<file path="src/rtl/cc_pkg.sv">
// Shared widths and FSM state type for the Code Calculator stimulus driver.
package cc_pkg;

    localparam int unsigned CC_IN_W  = 4;
    localparam int unsigned CC_OPT_W = 3;
    localparam int unsigned CC_OUT_W = 9;

    typedef enum logic [0:0] {
        IDLE  = 1'b0,
        DRIVE = 1'b1
    } cc_state_e;

endpackage

</file>
<file path="src/rtl/cc_drv_score.sv">
// Result scoring for cc_stim_driver: compare, vector/error counters and,
// with CC_DRV_FIRST_ERR_EN defined, first-mismatch capture.
module cc_drv_score
    import cc_pkg::*;
#(
    parameter int unsigned CNT_W = 16
) (
    input  logic                clk,
    input  logic                rst_n,
    input  logic                clr,
    input  logic                sample,
    input  logic [CC_OUT_W-1:0] got,
    input  logic [CC_OUT_W-1:0] gold,
    output logic                out_valid,
    output logic                out_pass,
    output logic [CC_OUT_W-1:0] out_got,
`ifdef CC_DRV_FIRST_ERR_EN
    output logic                fe_valid,
    output logic [CNT_W-1:0]    fe_idx,
    output logic [CC_OUT_W-1:0] fe_got,
    output logic [CC_OUT_W-1:0] fe_exp,
`endif
    output logic [CNT_W-1:0]    vec_cnt,
    output logic [CNT_W-1:0]    err_cnt
);

    logic mismatch;

    assign mismatch = (got != gold);

    always_ff @(posedge clk or negedge rst_n) begin
        if (!rst_n) begin
            out_valid <= 1'b0;
            out_pass  <= 1'b0;
            out_got   <= '0;
        end else begin
            out_valid <= sample;
            if (sample) begin
                out_pass <= !mismatch;
                out_got  <= got;
            end
        end
    end

    // clr takes priority over a coincident result, which is then not counted
    always_ff @(posedge clk or negedge rst_n) begin
        if (!rst_n) begin
            vec_cnt <= '0;
            err_cnt <= '0;
        end else if (clr) begin
            vec_cnt <= '0;
            err_cnt <= '0;
        end else if (sample) begin
            vec_cnt <= vec_cnt + CNT_W'(1);
            if (mismatch && (err_cnt != '1)) begin
                err_cnt <= err_cnt + CNT_W'(1);
            end
        end
    end

`ifdef CC_DRV_FIRST_ERR_EN
    always_ff @(posedge clk or negedge rst_n) begin
        if (!rst_n) begin
            fe_valid <= 1'b0;
            fe_idx   <= '0;
            fe_got   <= '0;
            fe_exp   <= '0;
        end else if (clr) begin
            fe_valid <= 1'b0;
            fe_idx   <= '0;
            fe_got   <= '0;
            fe_exp   <= '0;
        end else if (sample && mismatch && !fe_valid) begin
            fe_valid <= 1'b1;
            fe_idx   <= vec_cnt;
            fe_got   <= got;
            fe_exp   <= gold;
        end
    end
`endif

endmodule

</file>
<file path="src/rtl/cc_stim_driver.sv">
// Drives golden vectors onto a Code Calculator and scores its response.
// Optional first-error capture ports are enabled by defining CC_DRV_FIRST_ERR_EN.
module cc_stim_driver
    import cc_pkg::*;
#(
    parameter int unsigned SETTLE_CYC = 1,
    parameter int unsigned CNT_W      = 16
) (
    input  logic                clk,
    input  logic                rst_n,
    input  logic                clr,
    input  logic                in_valid,
    output logic                in_ready,
    input  logic [CC_IN_W-1:0]  s_n0,
    input  logic [CC_IN_W-1:0]  s_n1,
    input  logic [CC_IN_W-1:0]  s_n2,
    input  logic [CC_IN_W-1:0]  s_n3,
    input  logic [CC_OPT_W-1:0] s_opt,
    input  logic [CC_OUT_W-1:0] s_gold,
    output logic [CC_IN_W-1:0]  cc_n0,
    output logic [CC_IN_W-1:0]  cc_n1,
    output logic [CC_IN_W-1:0]  cc_n2,
    output logic [CC_IN_W-1:0]  cc_n3,
    output logic [CC_OPT_W-1:0] cc_opt,
    input  logic [CC_OUT_W-1:0] cc_out,
    output logic                out_valid,
    output logic                out_pass,
    output logic [CC_OUT_W-1:0] out_got,
`ifdef CC_DRV_FIRST_ERR_EN
    output logic                fe_valid,
    output logic [CNT_W-1:0]    fe_idx,
    output logic [CC_OUT_W-1:0] fe_got,
    output logic [CC_OUT_W-1:0] fe_exp,
`endif
    output logic [CNT_W-1:0]    vec_cnt,
    output logic [CNT_W-1:0]    err_cnt
);

    localparam int unsigned SET_W = (SETTLE_CYC > 1) ? $clog2(SETTLE_CYC) : 1;

    if (SETTLE_CYC < 1) begin : g_bad_settle
        $error("cc_stim_driver: SETTLE_CYC must be >= 1");
    end

    cc_state_e             state_q;
    logic [SET_W-1:0]      settle_q;
    logic [CC_OUT_W-1:0]   gold_q;
    logic                  sample;

    assign in_ready = (state_q == IDLE);
    assign sample   = (state_q == DRIVE) && (settle_q == '0);

    // cc_* keep the last vector while idle so the CC inputs never glitch to 0
    always_ff @(posedge clk or negedge rst_n) begin
        if (!rst_n) begin
            state_q  <= IDLE;
            settle_q <= '0;
            gold_q   <= '0;
            cc_n0    <= '0;
            cc_n1    <= '0;
            cc_n2    <= '0;
            cc_n3    <= '0;
            cc_opt   <= '0;
        end else begin
            case (state_q)
                IDLE: begin
                    if (in_valid) begin
                        state_q  <= DRIVE;
                        settle_q <= SET_W'(SETTLE_CYC - 1);
                        gold_q   <= s_gold;
                        cc_n0    <= s_n0;
                        cc_n1    <= s_n1;
                        cc_n2    <= s_n2;
                        cc_n3    <= s_n3;
                        cc_opt   <= s_opt;
                    end
                end
                DRIVE: begin
                    if (settle_q == '0) begin
                        state_q <= IDLE;
                    end else begin
                        settle_q <= settle_q - SET_W'(1);
                    end
                end
                default: state_q <= IDLE;
            endcase
        end
    end

    cc_drv_score #(
        .CNT_W (CNT_W)
    ) u_score (
        .clk       (clk),
        .rst_n     (rst_n),
        .clr       (clr),
        .sample    (sample),
        .got       (cc_out),
        .gold      (gold_q),
        .out_valid (out_valid),
        .out_pass  (out_pass),
        .out_got   (out_got),
`ifdef CC_DRV_FIRST_ERR_EN
        .fe_valid  (fe_valid),
        .fe_idx    (fe_idx),
        .fe_got    (fe_got),
        .fe_exp    (fe_exp),
`endif
        .vec_cnt   (vec_cnt),
        .err_cnt   (err_cnt)
    );

endmodule

</file>
<file path="config.mk">
export PLATFORM = sky130hd
export DESIGN_NAME = cc_stim_driver
export DESIGN_NICKNAME = d
export VERILOG_FILES = /design/src/rtl/cc_pkg.sv /design/src/rtl/cc_drv_score.sv /design/src/rtl/cc_stim_driver.sv
export SDC_FILE = /design/constraint.sdc
export NUM_CORES = 1
export LEC_CHECK = 0
export CAP_MARGIN = 20
export CORE_MARGIN = 1
export CORE_UTILIZATION = 40
export CTS_CLUSTER_DIAMETER = 100
export DETAILED_ROUTE_END_ITERATION = 8
export PLACE_DENSITY_LB_ADDON = 0.25
export SYNTH_ARGS = -nofsm -noshare
export SYNTH_HDL_FRONTEND = slang
export SYNTH_SLANG_ARGS = --single-unit
</file>
<file path="constraint.sdc">
create_clock -name clk -period 2.35 [get_ports clk]
set_input_delay 0.235 -clock clk [delete_from_list [all_inputs] [get_ports clk]]
set_output_delay 0.235 -clock clk [all_outputs]
set_load 0.02 [all_outputs]
</file>
==> results of run 1 <==
[metrics by stage]
step           cells  utilization  area (µm²)  hold slack (ns)
5_1_grt          497        0.595        4700            0.345
6_report         497        0.595        4700            0.334
3_3_place_gp     480        0.571        4510            0.164
2_1_floorplan    275            -        3340          -0.0606
4_1_cts          497        0.595        4700            0.340
3_5_place_dp     480        0.571        4510            0.167
[metal layers]
layer | up-vias | global-route usage | part of all wire
met5 | - | 0 | 0
met4 | 0 | 0.0692 | 0.018
met3 | 12 | 0.0748 | 0.087
met2 | 90 | 0.284 | 0.45
met1 | 1249 | 0.232 | 0.45
li1 | 1209 | - | -
[cells by family after synthesis]
group	count (synthesis)	synth area share
muxes	45	0.151
DFF	72	0.540
buffers and inverters	18	0.0311
and+or+nand+nor	92	0.162
adders and majority gates	2	0.00750
AOI/OAI and AO/OA	24	0.0506
xor gates and xnor gates	22	0.0577
[area by class of cell]
cell class / count / area share
Sequential cell: 72 / 0.384
Inverter: 6 / 0.00480
Timing Repair Buffer: 116 / 0.240
Multi-Input combinational cell: 185 / 0.306
Clock inverter: 6 / 0.00906
Tap cell: 102 / 0.0272
Clock buffer: 10 / 0.0293
[registers in the layout, summed over array words and instances, names as in the netlist, 4 cells and up]
register,cells
cc_n0,4
cc_n1,4
cc_n2,4
cc_n3,4
gold_q,9
u_score.err_cnt,16
u_score.out_got,9
u_score.vec_cnt,16
[placed cells by master, fill, tap and decap left out, types with 3 or more instances in the layout]
cell,synthesis,layout
nand3_1,12,12
and4_1,3,3
mux2_1,4,4
a21oi_1,9,9
nand2_1,12,12
nand4_1,4,4
inv_1,6,6
o21ai_0,3,3
nor3_1,6,6
nor2_1,23,23
xor2_1,7,7
nor2b_1,6,5
xnor2_1,15,15
mux2_2,39,39
o31ai_1,6,6
dfrtp_1,72,72
buf_4,1,13
or4_1,6,6
clkdlybuf4s50_1,0,102
clkbuf_8,2,10
[how the worst min path moves through the flow]
stage	cells past startpoint	endpoint	slack (ns)
2_1_floorplan	0	cc_n0[0]	-0.06
3_3_place_gp	1	u_score.err_cnt[0]	0.16
3_5_place_dp	1	u_score.err_cnt[1]	0.17
4_1_cts	2	u_score.err_cnt[1]	0.34
5_1_grt	2	u_score.err_cnt[1]	0.35
6_report	2	u_score.err_cnt[1]	0.33
[power breakdown]
part / switching, µW / internal [µW]
clock: 486 / 415
sequential: 63.8 / 1340
combinational: 262 / 324
total: 811 / 2080
[timing repair]
item / in CTS / in global routing
resized for setup: 0 / 0
buffers inserted: 0 / 0
hold buffers: 1 / 0
hold endpoints to repair: 22 / 0
[critical path, delay by kind of cell (launching register included)]
family / cells / cell delay [ns]
muxes: 1 / 0.35
and+or+nand+nor: 4 / 0.89
adders and majority gates: 1 / 0.25
DFF: 1 / 0.42
==> flow_summary.ini, run 1 <==
[layout]
fillers = 652
final_nets = 433
final_layout_size_suffix_gt1_frac = 0.210
multiInputGateArea_um2 = 1440
areaGrowthSynthToFinish_pct = 40.7
area.sequential_um2 = 1800
antennaDiodeCount = 0

[sta]
period_needed_ns = 2.02
setup_viol = 0
fin_setup_tns_ns = 0
rsz0062_at_grt = false
final.setup_skew_ns = 0.00389
hold_viol_final = 0
min_period_over_period = 0.859
worst_slack_ns = 0.331
slew_headroom = 0.626
final_max_slew_viol_count = 0
worst_pin_slew_ns = 0.562
fmax_mhz = 495

[cts]
clkSinkCount = 72
cts_made_buffers = 9
clock_latency_ns = 0.35
cts_max_level = 3
cts_tree = done
clockBufferDepth = 2
clk_pin_slew_ns = 0.08
clockRootBuffer = clkbuf_8

[route]
remaining_drc_errors = 0
wl_um = 7270
ant_nets = 0
dr.pass1.iters = 4
post_drt_wl_per_cell_um = 14.6
via_count = 2560
initialDrtViolationCount = 85
via_per_inst = 5.15

[placed_design]
port_buffers = 103
place_ws_ns = 0.324
place.gp.congestion = 0.854
dp_hpwl_um = 5330

[yosys]
synthCells = 275
synth_cell_types = 44
synth.area.top_cells = dfrtp_1 54%, mux2_2 13%, xnor2_1 3.9%, nor2_1 2.6%, xor2_1 1.8%
yosys_warnings = 0
ys_ff_latch = 72
ys_top_cells_by_count = 72 x dfrtp_1, 39 x mux2_2, 23 x nor2_1, 15 x xnor2_1
synth_edf_count = 0
synth_top_area_frac = 0.540
synth_largest_area_cell = dfrtp_1
synthArstFlopShare = 1.00
yosysMostFrequentCell = dfrtp_1
syn-num-nets = 318
netlist_area_um2 = 3340
seq_area_frac_synth = 0.540
ys.flop_type = dfrtp_1
avgSynthCellArea_um2 = 12.1

[pwr]
leakagePower_uw = 0.00188
power_uw = 2890
power.density_nw_per_um2 = 616
ir_drop_v = 0.000416

[floorplanning]
start_util = 0.423
die_w_um = 93.4
die_h_um = 93.4
num_rows = 32
ios = 104
core_um2 = 7890
die-area_um2 = 8720

[grt]
overflow = 0
grt_pass1_wl_um = 12200
grt_max_degree = 26
track_usage = 0.184
antenna_found_initial = 0
grt_pass1_vias = 2534

[setup_path]
startpoint_type = flip-flop
crit_chain = ha_1, and4_1, nand4_1, nand3_1, nor4b_1, mux2_1
crit_type = flip-flop to flip-flop
crit_end = u_score.err_cnt[15]
r2r_slack_ns = 0.33
r2r_start = u_score.err_cnt[0]
critPathRequiredTime_ns = 2.59
critPathLaunch = u_score.err_cnt[0]
r2r-end = u_score.err_cnt[15]
arrival_ns = 2.25
end_kind = flip-flop
cp_slowest_cell = dfrtp_1
cp_max_fo = 7
reg2regPathDepth = 6
cpPeakStageDelay_ns = 0.42

[hold_path]
hold_path.class = primary input to async pin

[job]
cap_violations = 0

[outcome]
status = finished, final reports clean
No activity file was read; power rests on OpenSTA's default activity.
==> run 2, diff against run 1 <==
--- a/config.mk
+++ b/config.mk
@@ -11,6 +11,7 @@
 export CTS_CLUSTER_DIAMETER = 100
 export DETAILED_ROUTE_END_ITERATION = 8
 export PLACE_DENSITY_LB_ADDON = 0.25
+export SLEW_MARGIN = 20
 export SYNTH_ARGS = -nofsm -noshare
 export SYNTH_HDL_FRONTEND = slang
 export SYNTH_SLANG_ARGS = --single-unit
==> results of run 2 <==
No change in the layout: final DEF, timing and power equal those of run 1.
==> run 3, diff against run 2 <==
--- a/config.mk
+++ b/config.mk
@@ -10,7 +10,9 @@
 export CORE_UTILIZATION = 40
 export CTS_CLUSTER_DIAMETER = 100
 export DETAILED_ROUTE_END_ITERATION = 8
+export GPL_TIMING_DRIVEN = 0
 export PLACE_DENSITY_LB_ADDON = 0.25
+export RECOVER_POWER = 100
 export SLEW_MARGIN = 20
 export SYNTH_ARGS = -nofsm -noshare
 export SYNTH_HDL_FRONTEND = slang
==> run 3 against run 2 <==
Against the previous run: first-iteration DRC count decreased by 54%; combinational power decreased by 5.5%; clock power increased by 12%; core utilization decreased by 0.25 points; count of clock-buffer cells in the layout unchanged; critical endpoint unchanged; die area unchanged; non-clock buffer count unchanged; largest power group unchanged; final area decreased by 0.43%; fmax decreased by 2.8%; power increased by 2.5%.
==> flow_summary.ini, run 3 (synthesis gave the netlist of run 1 again) <==
[cts]
cts_tree = done
clk_pin_slew_ns = 0.08
cts_hold_buf = 1
cts_max_level = 3
clockBufferDepth = 2
clockRootBuffer = clkbuf_8
cts_resized = 0
clkSinkCount = 72
cts_made_buffers = 9
post_cts_buffers = 0
clock_latency_ns = 0.34

[pwr]
p_seq_frac = 0.472
switchingPower_uw = 808
p_int_uw = 2150
ir_drop_v = 0.000323
power.density_nw_per_um2 = 634
p_comb_frac = 0.187
pwr-share-clk = 0.341
power_uw = 2960
leakagePower_uw = 0.00198
sw_frac_of_total = 0.273

[layout]
final_nets = 433
finalNonFillerCells = 497
finalInstanceArea_um2 = 4680
layout_common_cells = 72 x dfrtp_1, 64 x dlygate4sd3_1, 39 x mux2_2
fillers = 680
antennaDiodeCount = 0
final_layout_size_suffix_gt1_frac = 0.170
areaGrowthSynthToFinish_pct = 40.1
final_common_cell = dfrtp_1
top_regs = u_score.err_cnt: 16 flops, u_score.vec_cnt: 16 flops

[floorplanning]
die_h_um = 93.4
core_um2 = 7890
die-area_um2 = 8720
num_rows = 32
die_w_um = 93.4
ios = 104
start_util = 0.423

[sta]
min_period_over_period = 0.884
rsz0062_at_grt = false
setup_viol = 0
final.setup_skew_ns = 0.00877
slew_headroom = 0.200
hold_viol_final = 0
fmax_mhz = 481
whs_ns = 0.418
worst_pin_slew_ns = 1.20
final_max_slew_viol_count = 0
period_needed_ns = 2.08

[route]
ant_nets = 0
via_per_inst = 5.10
dr.pass1.iters = 4
post_drt_wl_per_cell_um = 14.7
wl_um = 7320
remaining_drc_errors = 0
initialDrtViolationCount = 39
via_count = 2534

[outcome]
status = finished, final reports clean

[grt]
antenna_found_initial = 0
grt_use_met1 = 0.221
gr-usage-met2 = 0.297
grt_pass1_vias = 2674
grt_use_met3 = 0.0715
track_usage = 0.184
grt_pass1_wl_um = 12400
overflow = 0
grt_max_degree = 54
gr-max-usage-layer = met2

[setup_path]
worst-path-stages = 6
crit_chain = ha_1, and4_1, nand4_1, nand3_1, nor4b_1, mux2_1
startpoint_type = flip-flop
critPathRequiredTime_ns = 2.58
reg2regPathDepth = 6
worst-path-buf-inv = 0
cpPeakStageDelay_ns = 0.43
crit_type = flip-flop to flip-flop
cp_slowest_cell = dfrtp_1
end_kind = flip-flop
critPathTopFamily = simple AND/OR/NAND/NOR gates
arrival_ns = 2.31
cp_max_fo = 7
r2r_slack_ns = 0.27
r2r-end = u_score.err_cnt[15]
r2r_start = u_score.err_cnt[0]

[placed_design]
placed_cells = 480
place.gp.congestion = 0.818
port_buffers = 102
dpl_cell_area_um2 = 4510
dp_hpwl_um = 5270

[job]
cap_violations = 0

[hold_path]
hold_path.class = primary input to flip-flop
hold_depth = 3
whs_endpoint = u_score.err_cnt[3]
min_from = clr
## run 3: changes by cell type in the layout (fill, tap and decap cells not counted), moves of 2 or more
cell             delta
nor4_2              -2
clkdlybuf4s50_1    -64
nor4_1              +2
buf_4              -12
dlygate4sd3_1      +63
clkbuf_1           +10
## run 3: power by group through the flow
stage	registers (µW)	clock network, µW	logic (µW)
6_report	1400	1010	553
5_1_grt	1420	1080	598
4_1_cts	1410	1040	599
3_5_place_dp	1430	0	595
3_3_place_gp	1420	0	585
2_1_floorplan	1520	0	197
## run 3: worst max path at each step
| stage | from | endpoint |
|---|---|---|
| finish | u_score.err_cnt[0] | u_score.err_cnt[15] |
| global route | u_score.err_cnt[0] | u_score.err_cnt[15] |
| CTS | u_score.err_cnt[0] | u_score.err_cnt[15] |
| detailed placement | cc_out[7] | u_score.err_cnt[0] |
| global placement | rst_n | cc_n3[2] |
| floorplan | u_score.err_cnt[0] | u_score.err_cnt[15] |
## run 3: final cells by class
| cell class | count | area [µm²] | area share |
|---|---|---|---|
| Sequential cell | 72 | 1800 | 0.385 |
| Multi-Input combinational cell | 185 | 1400 | 0.299 |
| Timing Repair Buffer | 104 | 1050 | 0.225 |
| Clock buffer | 10 | 138 | 0.0294 |
| Tap cell | 102 | 128 | 0.0273 |
| Clock inverter | 6 | 67.6 | 0.0145 |
| Buffer | 12 | 66.3 | 0.0142 |
| Inverter | 6 | 22.5 | 0.00482 |
## run 3: per-layer routing
layer / share of wire / vias up
met3: 0.083 / 6
li1: - / 1217
met1: 0.44 / 1224
met2: 0.47 / 87
met4: 0.011 / 0
met5: 0 / -
## run 3: stage by stage
| step | setup WS (ns) | setup TNS, ns | utilization |
|---|---|---|---|
| 5_1_grt | 0.0930 | 0 | 0.593 |
| 4_1_cts | 0.258 | 0 | 0.599 |
| 3_3_place_gp | -1.55 | -111.55 | 0.569 |
| 2_1_floorplan | 0.458 | 0 | - |
| 3_5_place_dp | 0.192 | 0 | 0.572 |
| 6_report | 0.272 | 0 | 0.593 |
## run 3: worst min-delay path: cells and delay by family
kind                   cells  cell delay [ns]
buffers and inverters      1             0.22
AND/OR/NAND/NOR            1             0.15
multiplexers               1             0.13
